**src/rtl/control_sequencer.sv**
```systemverilog
// Moore control sequencer: fetch (T0-T2), decode (T3), execute (T4-T6) with sticky Stop and HALT.
// Define MULDIV_EN to enable the MUL/DIV path (state T6, LOin/HIin/Zhighout); otherwise those opcodes run as NOP.
module control_sequencer (
    input  logic        Clock,
    input  logic        Reset_n,
    input  logic [31:0] IR,
    input  logic        Stop,
    output logic        PCout,
    output logic        Zlowout,
    output logic        Zhighout,
    output logic        MDRout,
    output logic        MARin,
    output logic        Zin,
    output logic        PCin,
    output logic        MDRin,
    output logic        IRin,
    output logic        Yin,
    output logic        LOin,
    output logic        HIin,
    output logic        IncPC,
    output logic        Read,
    output logic        Gra,
    output logic        Grb,
    output logic        Grc,
    output logic        Rin,
    output logic        Rout,
    output logic        ADD,
    output logic        SUB,
    output logic        AND,
    output logic        OR,
    output logic        SHR,
    output logic        SHL,
    output logic        MUL,
    output logic        DIV,
    output logic        Run,
    output logic [3:0]  state_dbg
);
    typedef enum logic [3:0] {
        RESET_S = 4'd0,
        T0      = 4'd1,
        T1      = 4'd2,
        T2      = 4'd3,
        T3      = 4'd4,
        T4      = 4'd5,
        T5      = 4'd6,
`ifdef MULDIV_EN
        T6      = 4'd7,
`endif
        HALT    = 4'd8
    } state_e;

    typedef enum logic [2:0] {
        OP_ADD, OP_SUB, OP_AND, OP_OR, OP_SHR, OP_SHL, OP_MUL, OP_DIV
    } op_e;

    typedef enum logic [1:0] {DEC_NOP, DEC_ALU, DEC_HALT} dec_e;

    state_e state_q, state_d;
    op_e    op_q, op_d;
    logic   stop_q, stop_d;
    op_e    dec_op;
    dec_e   dec_kind;
    state_e fetch_next;
    logic   unused_ir;

    assign unused_ir  = ^IR[26:0];
    assign state_dbg  = state_q;
    // Stop seen on the same edge as a fetch boundary already counts.
    assign stop_d     = stop_q | Stop;
    assign fetch_next = stop_d ? HALT : T0;

    always_comb begin : decode
        dec_op   = OP_ADD;
        dec_kind = DEC_ALU;
        case (IR[31:27])
            5'b00011: dec_op = OP_ADD;
            5'b00100: dec_op = OP_SUB;
            5'b00101: dec_op = OP_AND;
            5'b00110: dec_op = OP_OR;
            5'b00111: dec_op = OP_SHR;
            5'b01000: dec_op = OP_SHL;
`ifdef MULDIV_EN
            5'b01111: dec_op = OP_MUL;
            5'b10000: dec_op = OP_DIV;
`endif
            5'b11011: dec_kind = DEC_HALT;
            default:  dec_kind = DEC_NOP;
        endcase
    end

    always_ff @(posedge Clock or negedge Reset_n) begin
        if (!Reset_n) begin
            state_q <= RESET_S;
            op_q    <= OP_ADD;
            stop_q  <= 1'b0;
        end else begin
            state_q <= state_d;
            op_q    <= op_d;
            stop_q  <= stop_d;
        end
    end

    always_comb begin : fsm
        state_d  = state_q;
        op_d     = op_q;
        PCout    = 1'b0; Zlowout = 1'b0; Zhighout = 1'b0; MDRout = 1'b0;
        MARin    = 1'b0; Zin     = 1'b0; PCin     = 1'b0; MDRin  = 1'b0;
        IRin     = 1'b0; Yin     = 1'b0; LOin     = 1'b0; HIin   = 1'b0;
        IncPC    = 1'b0; Read    = 1'b0;
        Gra      = 1'b0; Grb     = 1'b0; Grc      = 1'b0; Rin    = 1'b0; Rout = 1'b0;
        ADD      = 1'b0; SUB     = 1'b0; AND      = 1'b0; OR     = 1'b0;
        SHR      = 1'b0; SHL     = 1'b0; MUL      = 1'b0; DIV    = 1'b0;
        Run      = (state_q != RESET_S) && (state_q != HALT);
        case (state_q)
            RESET_S: state_d = fetch_next;
            T0: begin
                PCout = 1'b1; MARin = 1'b1; IncPC = 1'b1; Zin = 1'b1;
                state_d = T1;
            end
            T1: begin
                Zlowout = 1'b1; PCin = 1'b1; Read = 1'b1; MDRin = 1'b1;
                state_d = T2;
            end
            T2: begin
                MDRout = 1'b1; IRin = 1'b1;
                state_d = T3;
            end
            T3: begin
                // Opcode is captured here so later IR changes cannot redirect T4-T6.
                op_d = dec_op;
                case (dec_kind)
                    DEC_ALU: begin
                        Grb = 1'b1; Rout = 1'b1; Yin = 1'b1;
                        state_d = T4;
                    end
                    DEC_HALT: state_d = HALT;
                    default:  state_d = fetch_next;
                endcase
            end
            T4: begin
                Grc = 1'b1; Rout = 1'b1; Zin = 1'b1;
                case (op_q)
                    OP_ADD: ADD = 1'b1;
                    OP_SUB: SUB = 1'b1;
                    OP_AND: AND = 1'b1;
                    OP_OR:  OR  = 1'b1;
                    OP_SHR: SHR = 1'b1;
                    OP_SHL: SHL = 1'b1;
`ifdef MULDIV_EN
                    OP_MUL: MUL = 1'b1;
                    OP_DIV: DIV = 1'b1;
`endif
                    default: ;
                endcase
                state_d = T5;
            end
            T5: begin
                Zlowout = 1'b1;
`ifdef MULDIV_EN
                if (op_q == OP_MUL || op_q == OP_DIV) begin
                    LOin    = 1'b1;
                    state_d = T6;
                end else
`endif
                begin
                    Gra = 1'b1; Rin = 1'b1;
                    state_d = fetch_next;
                end
            end
`ifdef MULDIV_EN
            T6: begin
                Zhighout = 1'b1; HIin = 1'b1;
                state_d = fetch_next;
            end
`endif
            HALT:    state_d = HALT;
            default: state_d = RESET_S;
        endcase
    end
endmodule
```
**config.mk**
```make
export PLATFORM = sky130hd
export DESIGN_NAME = control_sequencer
export DESIGN_NICKNAME = d
export VERILOG_FILES = /design/src/rtl/control_sequencer.sv
export SDC_FILE = /design/constraint.sdc
export NUM_CORES = 1
export LEC_CHECK = 0
export CORE_MARGIN = 1
export CORE_UTILIZATION = 32
export DETAILED_ROUTE_END_ITERATION = 7
export PLACE_DENSITY_LB_ADDON = 0.05
export SLEW_MARGIN = 25
export SYNTH_ARGS = -nofsm -noshare
export SYNTH_HDL_FRONTEND = slang
export SYNTH_SLANG_ARGS = --single-unit
export TNS_END_PERCENT = 20
```
**constraint.sdc**
```tcl
create_clock -name Clock -period 2.85 [get_ports Clock]
set_input_delay 0.4275 -clock Clock [delete_from_list [all_inputs] [get_ports Clock]]
set_output_delay 0.4275 -clock Clock [all_outputs]
set_load 0.05 [all_outputs]
```
==> flow_summary_export.csv, run 1 <==
group,metric,value,unit
cells_and_area,area_delta_synth_final,51.26,%
min_path,min_path_type,"in2async",
clock_network,cts.hold.buffers_added,0,
worst_setup_path,required,2.42,ns
placement,place_area,1020,um2
grt,grt_pass1_wl,2490,um
clock_network,cts_root_buf,"clkbuf_4",
synth,synth_top_area_share,28.88,%
routing,met3_length,66,um
synth,synthTopCellsByArea,"dfrtp_1, buf_4, nand2_1",
sta,drv_slew,0,
synth,yosysWarnings,0,
sta,min_period_over_period,92.98,%
clock_network,clock_latency,0.24,ns
cells_and_area,nNetsFinal,152,
worst_setup_path,startpoint,"state_dbg[2]",
routing,met2_length,718,um
worst_setup_path,cp.arrival,2.22,ns
cells_and_area,fillers,203,
routing,wl_per_cell,10.86,um
sta,rsz0062_at_grt,"false",
routing,wl_met1,724,um
sta,worst_slack,0.2000,ns
floorplan,num_rows,16,
floorplan,die_h,48.54,um
synth,synth_common_cells,"buf_4, dfrtp_1, nand2_1, nor2_1",
synth,yosysSeqAreaShare,28.88,%
worst_setup_path,r2r_start,"state_dbg[1]",
sta,relSlewSlack,66.58,%
clock_network,clock-sinks,8,
routing,drt_wl_total,1520,um
clock_network,clk_pin_slew,0.05,ns
clock_network,htree_num_levels,1,
placement,port_buffers,34,
worst_setup_path,crit_type,"reg2out",
synth,synthesis.area,693.2,um2
routing,top_layer,"met4",
clock_network,numCtsBuffers,3,
cells_and_area,diodes,0,
floorplan,core-area,2002,um2
placement,pre_cts_slack,0.1471,ns
synth,synth.most_common_cell,"buf_4",
synth,netlist_instances,84,
floorplan,start_util,34.63,%
outcome,status,"finished clean",
worst_setup_path,start_kind,"flip-flop",
sta,max_freq,0.3774,GHz
power,p_per_area,237.6,nW/um2
grt,grt_max_degree,13,
clock_network,cts_setup_buffers,0,
clock_network,clockBufferDepth,2,
floorplan,fp.dieArea,2356,um2
routing,drc_errors,0,
synth,ys_dominant_reg_cell,"dfrtp_1",
sta,finalHoldViolCount,0,
synth,synth-edff-count,0,
sta,worst_pin_slew,0.4997,ns
worst_setup_path,r2r-end,"state_dbg[2]",
worst_setup_path,critPathCapture,"Grc",
clock_network,cts_tree,"done",
grt,grtUsageTotal,13.56,%
synth,synth_top_cell_by_area,"dfrtp_1",
cells_and_area,drive_gt1_share,21.24,%
sta,timing.final.crit_period,2.650,ns
grt,overflow,0,
routing,drtAntennaViolNets,0,
synth,synth.ff_latch_count,8,
worst_setup_path,r2r_slack,1.03,ns
power,p_leak,0.4446,nW
synth,yosysUniqueCellTypes,36,
grt,antenna_found_initial,0,
routing,drtIter0Drc,8,
floorplan,ios,67,
worst_setup_path,crit_path_end_kind,"output pin",
power,irDropWorstVdd,124.9,uV
routing,dr.pass1.iters,3,
worst_setup_path,worstPathMaxFanout,9,
placement,dp_hpwl,1214,um
placement,globalplace.congestion,0.6933,
grt,grt_pass1_vias,562,
synth,ys_async_sr_fraction,100.0,%
floorplan,die_x,48.54,um
sta,setup_viol_count_final,0,
synth,avgSynthCellArea,8.252,um2
worst_setup_path,reg2reg_depth,4,
routing,vias,674,
run,max_cap_violations,0,
sta,finClkSkew,0.0008583,ns
cells_and_area,stdcell_area,1049,um2
routing,routed_via_density,4.814,
cells by family (layout without fill, tap and decap cells):
logic type	Yosys count	in the layout	share of synthesized area, %
AOI/OAI and AO/OA	14	14	14.80
xor gates and xnor gates	1	1	1.264
adders and majority gates	2	2	3.610
buffers and inverters	21	46	18.23
DFF	8	8	28.88
muxes	1	1	1.444
other	1	5	0.5410
and+or+nand+nor	36	36	31.23
sequential cells by signal, summed over array words and instances, names as in the netlist:
name       count
op_q           3
stop_q         1
state_dbg      4
cells in the final DEF, fill, tap and decap left out, drive strengths merged:
cell           count
a21oi              4
a31oi              1
and2               1
and3               2
and4b              2
buf               13
clkbuf             3
clkdlybuf4s50     25
conb               5
dfrtp              8
ha                 2
inv                5
mux2i              1
nand2              7
nand2b             1
nand4              1
nor2               7
nor2b              2
nor3               3
nor4               1
nor4b              4
o21ai              2
o21ba              1
o21bai             1
o221a              1
o22ai              1
o31ai              2
o41ai              1
or2                1
or3                3
or4b               1
xor2               1
how the worst min path moves through the flow:
stage	cells past startpoint	start	slack [ns]	end
final	1	Reset_n	0.46	state_dbg[3]
after global routing	1	Reset_n	0.49	op_q[1]
after CTS	1	Reset_n	0.47	op_q[0]
after detailed placement	1	stop_q	0.53	stop_q
after global placement	1	stop_q	0.53	stop_q
after floorplan	0	Reset_n	0.13	op_q[0]
cell type report:
cell class	instances	area, um2	area share, %
clock buffers	3	22.52	2.148
repair buffers	38	385.4	36.75
multi-input cells	59	387.9	36.99
inverters	5	18.77	1.790
well taps	27	33.78	3.222
flip-flops and latches	8	200.2	19.09
report_power, final:
| part | switching, mW | leakage, nW | internal, mW | total [mW] |
|---|---|---|---|---|
| clock network | 0.0340 | 0.0138 | 0.0479 | 0.0819 |
| logic | 0.0305 | 0.344 | 0.0193 | 0.0498 |
| registers | 0.00238 | 0.0867 | 0.115 | 0.118 |
| total | 0.0669 | 0.445 | 0.182 | 0.249 |
layer usage:
metal | track usage, % | vias up
met4 | 7.353 | 0
li1 | - | 340
met5 | 0 | -
met3 | 2.201 | 2
met2 | 20.89 | 22
met1 | 18.09 | 310
worst max-delay path: stages, from the launching register on:
cell and delay, ns:
dfrtp_1 0.46, inv_1 0.13, or3_1 0.48, inv_2 0.11, clkdlybuf4s50_1 0.80
stage by stage:
| step | utilization (%) | setup TNS [ns] | power [mW] | hold slack [ns] | std cells |
|---|---|---|---|---|---|
| 3_5_place_dp | 50.94 | 0 | 0.1686 | 0.5272 | 137 |
| 2_1_floorplan | - | -1.544 | 0.1525 | 0.1319 | 88 |
| 5_1_grt | 52.38 | 0 | 0.2667 | 0.4862 | 140 |
| 3_3_place_gp | 50.94 | 0 | 0.1678 | 0.5277 | 137 |
| 4_1_cts | 52.06 | 0 | 0.2530 | 0.4724 | 140 |
| 6_report | 52.38 | 0 | 0.2491 | 0.4617 | 140 |
what timing repair did:
item / 4_1_cts / 5_1_grt
endpoints found under the hold margin: 0 / 0
setup endpoints to repair: 0 / 3
resized for setup: 0 / 1
Power figures use the tool's default switching activity.
==> inputs of run 2 (changes only) <==
--- a/config.mk
+++ b/config.mk
@@ -9,6 +9,7 @@
 export CORE_UTILIZATION = 32
 export DETAILED_ROUTE_END_ITERATION = 7
 export PLACE_DENSITY_LB_ADDON = 0.05
+export SKIP_LAST_GASP = 1
 export SLEW_MARGIN = 25
 export SYNTH_ARGS = -nofsm -noshare
 export SYNTH_HDL_FRONTEND = slang
==> results of run 2 <==
Same layout as run 1: the final DEF is identical, and so are final timing and power.
==> inputs of run 3 (changes only) <==
--- a/config.mk
+++ b/config.mk
@@ -9,6 +9,7 @@
 export CORE_UTILIZATION = 32
 export DETAILED_ROUTE_END_ITERATION = 7
 export PLACE_DENSITY_LB_ADDON = 0.05
+export REMOVE_ABC_BUFFERS = 1
 export SKIP_LAST_GASP = 1
 export SLEW_MARGIN = 25
 export SYNTH_ARGS = -nofsm -noshare
==> run 3 against run 2 <==
Sequential power is essentially flat; clock power shrank 2%; register-to-register slack gained 0.11 ns; largest cell class is now buffers; largest power group unchanged.
==> flow_summary_export.csv, run 3 (synthesized netlist as in run 1, its figures left out) <==
group,metric,value,unit
run,max_cap_violations,0,
grt,grt_pass1_wl,2373,um
routing,vias,693,
clock_network,clock_latency,0.24,ns
worst_setup_path,crit_path_end_kind,"output pin",
cells_and_area,final_common_cell,"clkdlybuf4s50_1",
sta,setup_viol_count_final,0,
sta,drv_slew,0,
power,p_per_area,235.7,nW/um2
placement,port_buffers,34,
sta,finalHoldViolCount,0,
power,p_seq_share,47.7,%
grt,grt_max_degree,13,
cells_and_area,nNetsFinal,152,
grt,antenna_found_initial,0,
routing,drc_errors,0,
power,p_comb_share,19.8,%
floorplan,die_x,48.54,um
routing,drt_wl_total,1486,um
grt,overflow,0,
clock_network,clock-sinks,8,
power,p_total,0.2462,mW
worst_setup_path,cp.arrival,2.24,ns
clock_network,clk_pin_slew,0.05,ns
worst_setup_path,required,2.42,ns
worst_setup_path,r2r_start,"state_dbg[1]",
outcome,status,"finished clean",
routing,routed_via_density,4.950,
worst_setup_path,crit_type,"reg2out",
placement,globalplace.congestion,0.7449,
sta,worst_pin_slew,0.5009,ns
floorplan,core-area,2002,um2
routing,drtIter0Drc,10,
cells_and_area,drive_gt1_share,21.24,%
sta,min_period_over_period,93.59,%
cells_and_area,largest_reg_flops,4,
worst_setup_path,r2r_slack,1.14,ns
clock_network,cts_root_buf,"clkbuf_4",
power,p_sw,0.06429,mW
placement,dp_hpwl,1214,um
power,irDropWorstVdd,136.9,uV
routing,drtAntennaViolNets,0,
worst_setup_path,worstPathMaxFanout,9,
sta,finClkSkew,0.002777,ns
worst_setup_path,start_kind,"flip-flop",
floorplan,num_rows,16,
grt,grt_pass1_vias,531,
cells_and_area,layout_common_cells,"clkdlybuf4s50_1, buf_4, dfrtp_1, nand2_1, nor2_1",
clock_network,numCtsBuffers,3,
grt,grtUsageTotal,13.03,%
clock_network,cts_setup_buffers,0,
power,p_leak,0.4430,nW
routing,dr.pass1.iters,4,
cells_and_area,post-route-util,52.19,%
min_path,min_path_type,"in2async",
floorplan,start_util,34.63,%
power,clockPowerShare,32.5,%
floorplan,ios,67,
clock_network,cts_tree,"done",
sta,timing.final.crit_period,2.667,ns
power,p_int,0.1819,mW
clock_network,clockBufferDepth,2,
worst_setup_path,startpoint,"state_dbg[2]",
floorplan,die_h,48.54,um
clock_network,htree_num_levels,1,
routing,wl_per_cell,10.61,um
cells_and_area,area_delta_synth_final,50.72,%
sta,setup_tns,0,ns
sta,rsz0062_at_grt,"false",
sta,fin_hold_ws,0.4697,ns
sta,relSlewSlack,66.50,%
power,swShare,26.11,%
cells_and_area,diodes,0,
floorplan,fp.dieArea,2356,um2
sta,max_freq,0.3749,GHz
## run 3: cell counts in the layout (fill, tap and decap cells not counted)
Identical to the previous run, type by type.
## run 3: power groups by stage
| stage | Clock, mW | Combinational, mW | Sequential [mW] |
|---|---|---|---|
| after floorplan | 0 | 0.0283 | 0.119 |
| after global placement | 0 | 0.0487 | 0.119 |
| after detailed placement | 0 | 0.0489 | 0.119 |
| after CTS | 0.0845 | 0.0491 | 0.117 |
| after global routing | 0.0929 | 0.0534 | 0.118 |
| final | 0.0801 | 0.0488 | 0.117 |
## run 3: critical path, stage by stage, from the launching register on
cell and delay (ns):
dfrtp_1 0.48, inv_1 0.14, or3_1 0.48, inv_2 0.11, clkdlybuf4s50_1 0.80
## run 3: metal layers
| layer | up-vias | routed length, um | global-route usage, % |
|---|---|---|---|
| met2 | 30 | 660 | 18.78 |
| met3 | 2 | 76 | 1.258 |
| li1 | 341 | - | - |
| met4 | 0 | 27 | 8.824 |
| met1 | 320 | 721 | 18.29 |
| met5 | - | 0 | 0 |
## run 3: path summary, 6_finish.rpt
check,endpoint,cells past startpoint
min in group Clock,stop_q,1
worst max-delay path,Grc,4
worst min register to register,stop_q,1
worst min-delay path,state_dbg[3],1
max in group asynchronous,op_q[0],1
worst max register to register,state_dbg[2],4
## run 3: stage by stage
| stage | std cells | setup slack (ns) | area [um2] |
|---|---|---|---|
| after CTS | 140 | 0.1653 | 1042 |
| after global placement | 137 | 0.1717 | 1020 |
| after global routing | 140 | 0.01728 | 1045 |
| after detailed placement | 137 | 0.1734 | 1020 |
| final | 140 | 0.1827 | 1045 |
| after floorplan | 72 | -1.528 | 600.6 |
## run 3: layout make-up
type | count | area, um2
fillers | 190 | 957.2
multi-input cells | 59 | 384.1
clock buffers | 3 | 22.52
flip-flops and latches | 8 | 200.2
well taps | 27 | 33.78
inverters | 5 | 18.77
repair buffers | 38 | 385.4
## run 3: timing repair
item	in CTS	in global routing
setup endpoints to repair	0	2
resized for setup	0	1
hold buffers	0	0
==> RTL edit 1, RTL diff (settings of run 3) <==
Add a define of `MULDIV_EN`.
--- a/src/rtl/control_sequencer.sv
+++ b/src/rtl/control_sequencer.sv
@@ -2,2 +2,4 @@
 // Define MULDIV_EN to enable the MUL/DIV path (state T6, LOin/HIin/Zhighout); otherwise those opcodes run as NOP.
+`define MULDIV_EN
+
 module control_sequencer (
Function: changed (a bounded check fails within 10 cycles, from zero or initial values and one cycle with Reset_n low).
==> RTL edit 1 against run 3 <==
The run now ends with design-rule violations left. Utilization is 0.59 points higher. Worst hold slack got worse by 0.022 ns. Register-to-register slack improved by 0.33 ns. Wire length increased by 33%. Total power up 0.18%. Synthesized area increased by 20%. Final area increased by 25%. Sequential share of layout area decreased by 3.9 points. Via count is 26% higher. First-iteration DRC count rose by 80%. Worst setup slack worse by 0.093 ns. Global-route usage grew 3.0 points. Sequential cell count is the same.
==> RTL edit 1: results (changes against run 3) <==
metric,value,unit,change
status,finished with violations,,"was finished, final reports clean"
violated checks,design-rule violations,,
Inserted Clock Buffers,3,,unchanged
Yosys cell types,38,,was 36
setup slack after layout,0.0897,ns,was 0.183 ns
Setup Slack @ Placement,0.0880,ns,was 0.173 ns
Yosys Warn Count,0,,unchanged
via count,875,,was 693
Fillers,250,,was 190
nets@finish,183,,was 152
H-Tree Depth,1,,unchanged
CP startpoint,state_dbg[2],,unchanged
drt total wl,1980,um,was 1490 um
max_slew headroom,65.7,%,was 66.5%
vias in the first global route,731,,was 531
drt via density,5.03,,was 4.95
CP Max Fanout,12,,was 9
GR Util All Layers,16.0,%,was 13.0%
hold_ws,0.448,ns,was 0.470 ns
flop2flop setup slack,1.47,ns,was 1.14 ns
share of synthesized registers carrying an async set or reset,100,%,unchanged
"top cells by area, synth","dfrtp_1, buf_4, nor2_1",,"was dfrtp_1, buf_4, nand2_1"
Worst-path clk slew,0.06,ns,
max reg flops,4,,unchanged
share of layout cells above drive strength 1,19.4,%,was 21.2%
Inst Count DP,171,,was 137
post-synthesis sequential area ratio,24.0,%,was 28.9%
diode count,0,,unchanged
postcts setup bufs,0,,unchanged
number of DRC markers in iteration 0,18,,was 10
CTS max path bufs,2,,unchanged
r2r worst-path depth,4,,unchanged
Final Skew,0.00526,ns,was 0.00278 ns
"Avg Cell Area, Syn",7.94,um2,was 8.25 um2
Port-buffer cells,39,,was 34
Worst R2R Start,state_dbg[0],,was state_dbg[1]
Clk Tree Root Cell,clkbuf_4,,unchanged
worst vdd ir,0.000125,V,was 0.000137 V
pin count of the biggest net entering global routing,13,,unchanged
Worst-Skew Late Latency,0.26,ns,was 0.24 ns
Worst Path Arrival,2.33,ns,was 2.24 ns
first-pass iteration count of the detailed router,6,,was 4
global-route wire length before repair,3160,um,was 2370 um
worst min path class,in2async,,unchanged
# DRC,2,,was 0
Lkg Pwr,0.524,nW,was 0.443 nW
HPWL after DPL,1600,um,was 1210 um
Commonest cells post-synth,"nor2_1, buf_4, dfrtp_1, nand2b_1",,"was buf_4, dfrtp_1, nand2_1, nor2_1"
GPL Wtd Cong,0.689,,was 0.745
initial antenna violation count,0,,unchanged
-- RTL edit 1: area by class of cell --
type | count | area [um2] | area share [%]
Multi-Input combinational cell | 79 | 527 | 40.3
Timing Repair Buffer | 50 | 505 | 38.7
Clock buffer | 3 | 22.5 | 1.72
Inverter | 4 | 15.0 | 1.15
Sequential cell | 8 | 200 | 15.3
Tap cell | 30 | 37.5 | 2.87
-- RTL edit 1: worst max-delay path, stage by stage, from the launching register on --
cell and delay, ns:
dfrtp_1 0.56, a21bo_2 0.28, nor4b_1 0.36, clkdlybuf4s50_1 0.88
-- RTL edit 1: worst paths after layout --
path	to
worst max register to register	op_q[0]
worst min register to register	stop_q
worst min-delay path	state_dbg[0]
max in group asynchronous	op_q[1]
worst max-delay path	Gra
min in group Clock	stop_q
-- RTL edit 1: kinds of logic after synthesis --
kind of cell | Yosys count | share of synthesized area, %
simple gates | 56 | 40.8
compound gates | 19 | 16.2
buf+inv | 18 | 13.8
flops | 8 | 24.0
xor+xnor | 2 | 2.10
fa+ha+maj | 2 | 3.00
-- RTL edit 1: per-layer routing --
layer  global-route usage (%)  wire (um)  up-vias
met5                        0          0        -
met1                     17.4        814      395
met3                     2.87        124        2
li1                         -          -      444
met4                     9.21         21        0
met2                     28.7       1020       34
-- RTL edit 1: power breakdown --
part           switching, mW  internal, mW  leakage [nW]  total [mW]
logic                 0.0197        0.0249         0.424      0.0446
registers      0.00000000255         0.114        0.0857       0.114
clock network         0.0401        0.0483        0.0138      0.0883
-- RTL edit 1: what timing repair did --
| action | 4_1_cts | 5_1_grt |
|---|---|---|
| endpoints found under the hold margin | 0 | 0 |
| gates resized for setup | 0 | 3 |
| setup endpoints to repair | 0 | 8 |
-- RTL edit 1: per-stage QoR --
stage          TNS, ns  area (um2)  utilization [%]
2_1_floorplan   -12.35         733                -
3_3_place_gp         0        1270             51.4
3_5_place_dp         0        1270             51.4
4_1_cts              0        1300             52.3
5_1_grt        -0.0930        1310             52.8
6_report             0        1310             52.8
==> RTL edit 2, RTL diff (config.mk and constraints of run 3) <==
Without the edit above. Make the reset (`Reset_n`) synchronous in one clocked block.
--- a/src/rtl/control_sequencer.sv
+++ b/src/rtl/control_sequencer.sv
@@ -90,3 +90,3 @@
 
-    always_ff @(posedge Clock or negedge Reset_n) begin
+    always_ff @(posedge Clock) begin
         if (!Reset_n) begin
Behaviour: differs if Reset_n is asserted again (counterexample within 4 cycles, from zero or initial values and one cycle with Reset_n low); with Reset_n held inactive, the same outputs for 10 cycles.
==> RTL edit 2 against run 3 <==
Sequential share of layout area decreased by 4.6 points. Sequential cell count unchanged. Worst setup slack improved by 0.016 ns. Non-clock buffer count is 1 lower. Final cell count up 7.9%. Final area grew 5.5%. Synthesized area grew 7.8%. Wire length up 6.3%. Critical path depth stayed put. Largest cell class is now multi-input gates.
Power is not compared: it rests on default switching activity, and its combinational part moved more than twofold at a synthesized area within 25%.
==> RTL edit 2: results (changes against run 3) <==
metric,value,unit,change
Yosys cell types,37,,was 36
"top cells by area, synth","dfxtp_1, buf_4, nor2_1",,"was dfrtp_1, buf_4, nand2_1"
Worst Path Arrival,2.22,ns,was 2.24 ns
Fillers,237,,was 190
Crit path max-delay family,buffers and inverters,,unchanged
Layout area overhead,47.6,%,was 50.7%
drt via density,4.87,,was 4.95
GPL Wtd Cong,0.727,,was 0.745
CP peak stage delay,0.82,ns,was 0.80 ns
Port-buffer cells,34,,unchanged
Setup Slack @ Placement,0.195,ns,was 0.173 ns
number of DRC markers in iteration 0,9,,was 10
Inserted Clock Buffers,3,,unchanged
Commonest cells post-synth,"buf_4, nor2_1, dfxtp_1, a21oi_1, nor3_1",,"was buf_4, dfrtp_1, nand2_1, nor2_1"
global-route wire length before repair,2670,um,was 2370 um
Inst Count DP,148,,was 137
max reg flops,4,,unchanged
drt total wl,1580,um,was 1490 um
critical-path cell with the highest stage delay,clkdlybuf4s50_1,,unchanged
met2 Usage GRT,20.4,%,was 18.8%
top-count cell post-synth,buf_4,,unchanged
post-synthesis sequential area ratio,21.4,%,was 28.9%
"Avg Cell Area, Syn",7.86,um2,was 8.25 um2
pin count of the biggest net entering global routing,14,,was 13
Worst-path clk slew,0.05,ns,about the same
share of layout cells above drive strength 1,13.0,%,was 21.2%
HPWL after DPL,1290,um,was 1210 um
worst vdd ir,0.000263,V,
predominant post-synthesis flop cell,dfxtp_1,,was dfrtp_1
diode count,0,,unchanged
share of synthesized registers carrying an async set or reset,0,%,was 100%
status,"finished, final reports clean",,unchanged
via count,736,,was 693
GR Util met1,19.2,%,was 18.3%
CP Max Fanout,13,,was 9
first-pass iteration count of the detailed router,6,,was 4
vias in the first global route,622,,was 531
worst min path class,reg2reg,,was in2async
postcts setup bufs,0,,unchanged
H-Tree Depth,1,,unchanged
GR Util All Layers,13.8,%,was 13.0%
initial antenna violation count,0,,unchanged
GR Util met3,2.73,%,was 1.26%
Core Footprint,2210,um2,was 2000 um2
Lkg Pwr,0.392,nW,
nets@finish,162,,was 152
Yosys Warn Count,0,,unchanged
Worst-Skew Late Latency,0.25,ns,
Clk Tree Root Cell,clkbuf_4,,unchanged
Final Skew,0.00139,ns,was 0.00278 ns
## RTL edit 2: cell types whose count changed after synthesis, moves of 3 or more
cell      delta
nor2_1       +3
dfxtp_1      +8
dfrtp_1      -8
nand2_1      -3
nor3b_1      +4
nand2b_1     +3
## RTL edit 2: tightest hold or removal path: stages (launching register included)
cell	delay, ns
dfxtp_1	0.33
nand2b_1	0.07
a21oi_1	0.06
## RTL edit 2: worst paths after layout
check	from	to	slack, ns	cells past startpoint
worst min register to register	op_q[1]	op_q[1]	0.51	2
worst min-delay path	op_q[1]	op_q[1]	0.51	2
worst max register to register	state_dbg[2]	state_dbg[3]	1.17	3
worst max-delay path	state_dbg[1]	SHR	0.20	4
## RTL edit 2: layout make-up
class | instances | share of cell area (%)
multi-input cells | 72 | 43.6
well taps | 28 | 3.18
flip-flops and latches | 8 | 14.5
repair buffers | 37 | 35.6
clock buffers | 3 | 2.04
inverters | 3 | 1.02
## RTL edit 2: logic make-up (layout without fill, tap and decap cells)
group	Yosys count	in the layout	share of synthesized area [%]
mux	1	1	1.51
flops	8	8	21.4
other cells	1	5	0.502
xor+xnor	2	2	2.35
buf+inv	19	43	16.2
compound gates	16	16	14.6
simple gates	46	46	40.0
fa+ha+maj	2	2	3.35
## RTL edit 2: layer usage
layer  vias up  part of all wire (%)
met2        31                    40
li1        376                     -
met1       325                    50
met3         4                   7.8
met4         0                   1.6
met5         -                     0
## RTL edit 2: report_power, final
group          leakage, nW  internal [mW]  switching [mW]  total [mW]
combinational        0.313         0.0662           0.122       0.188
sequential          0.0653          0.119          0.0185       0.137
clock               0.0138         0.0482          0.0390      0.0872
total                0.392          0.233           0.179       0.412
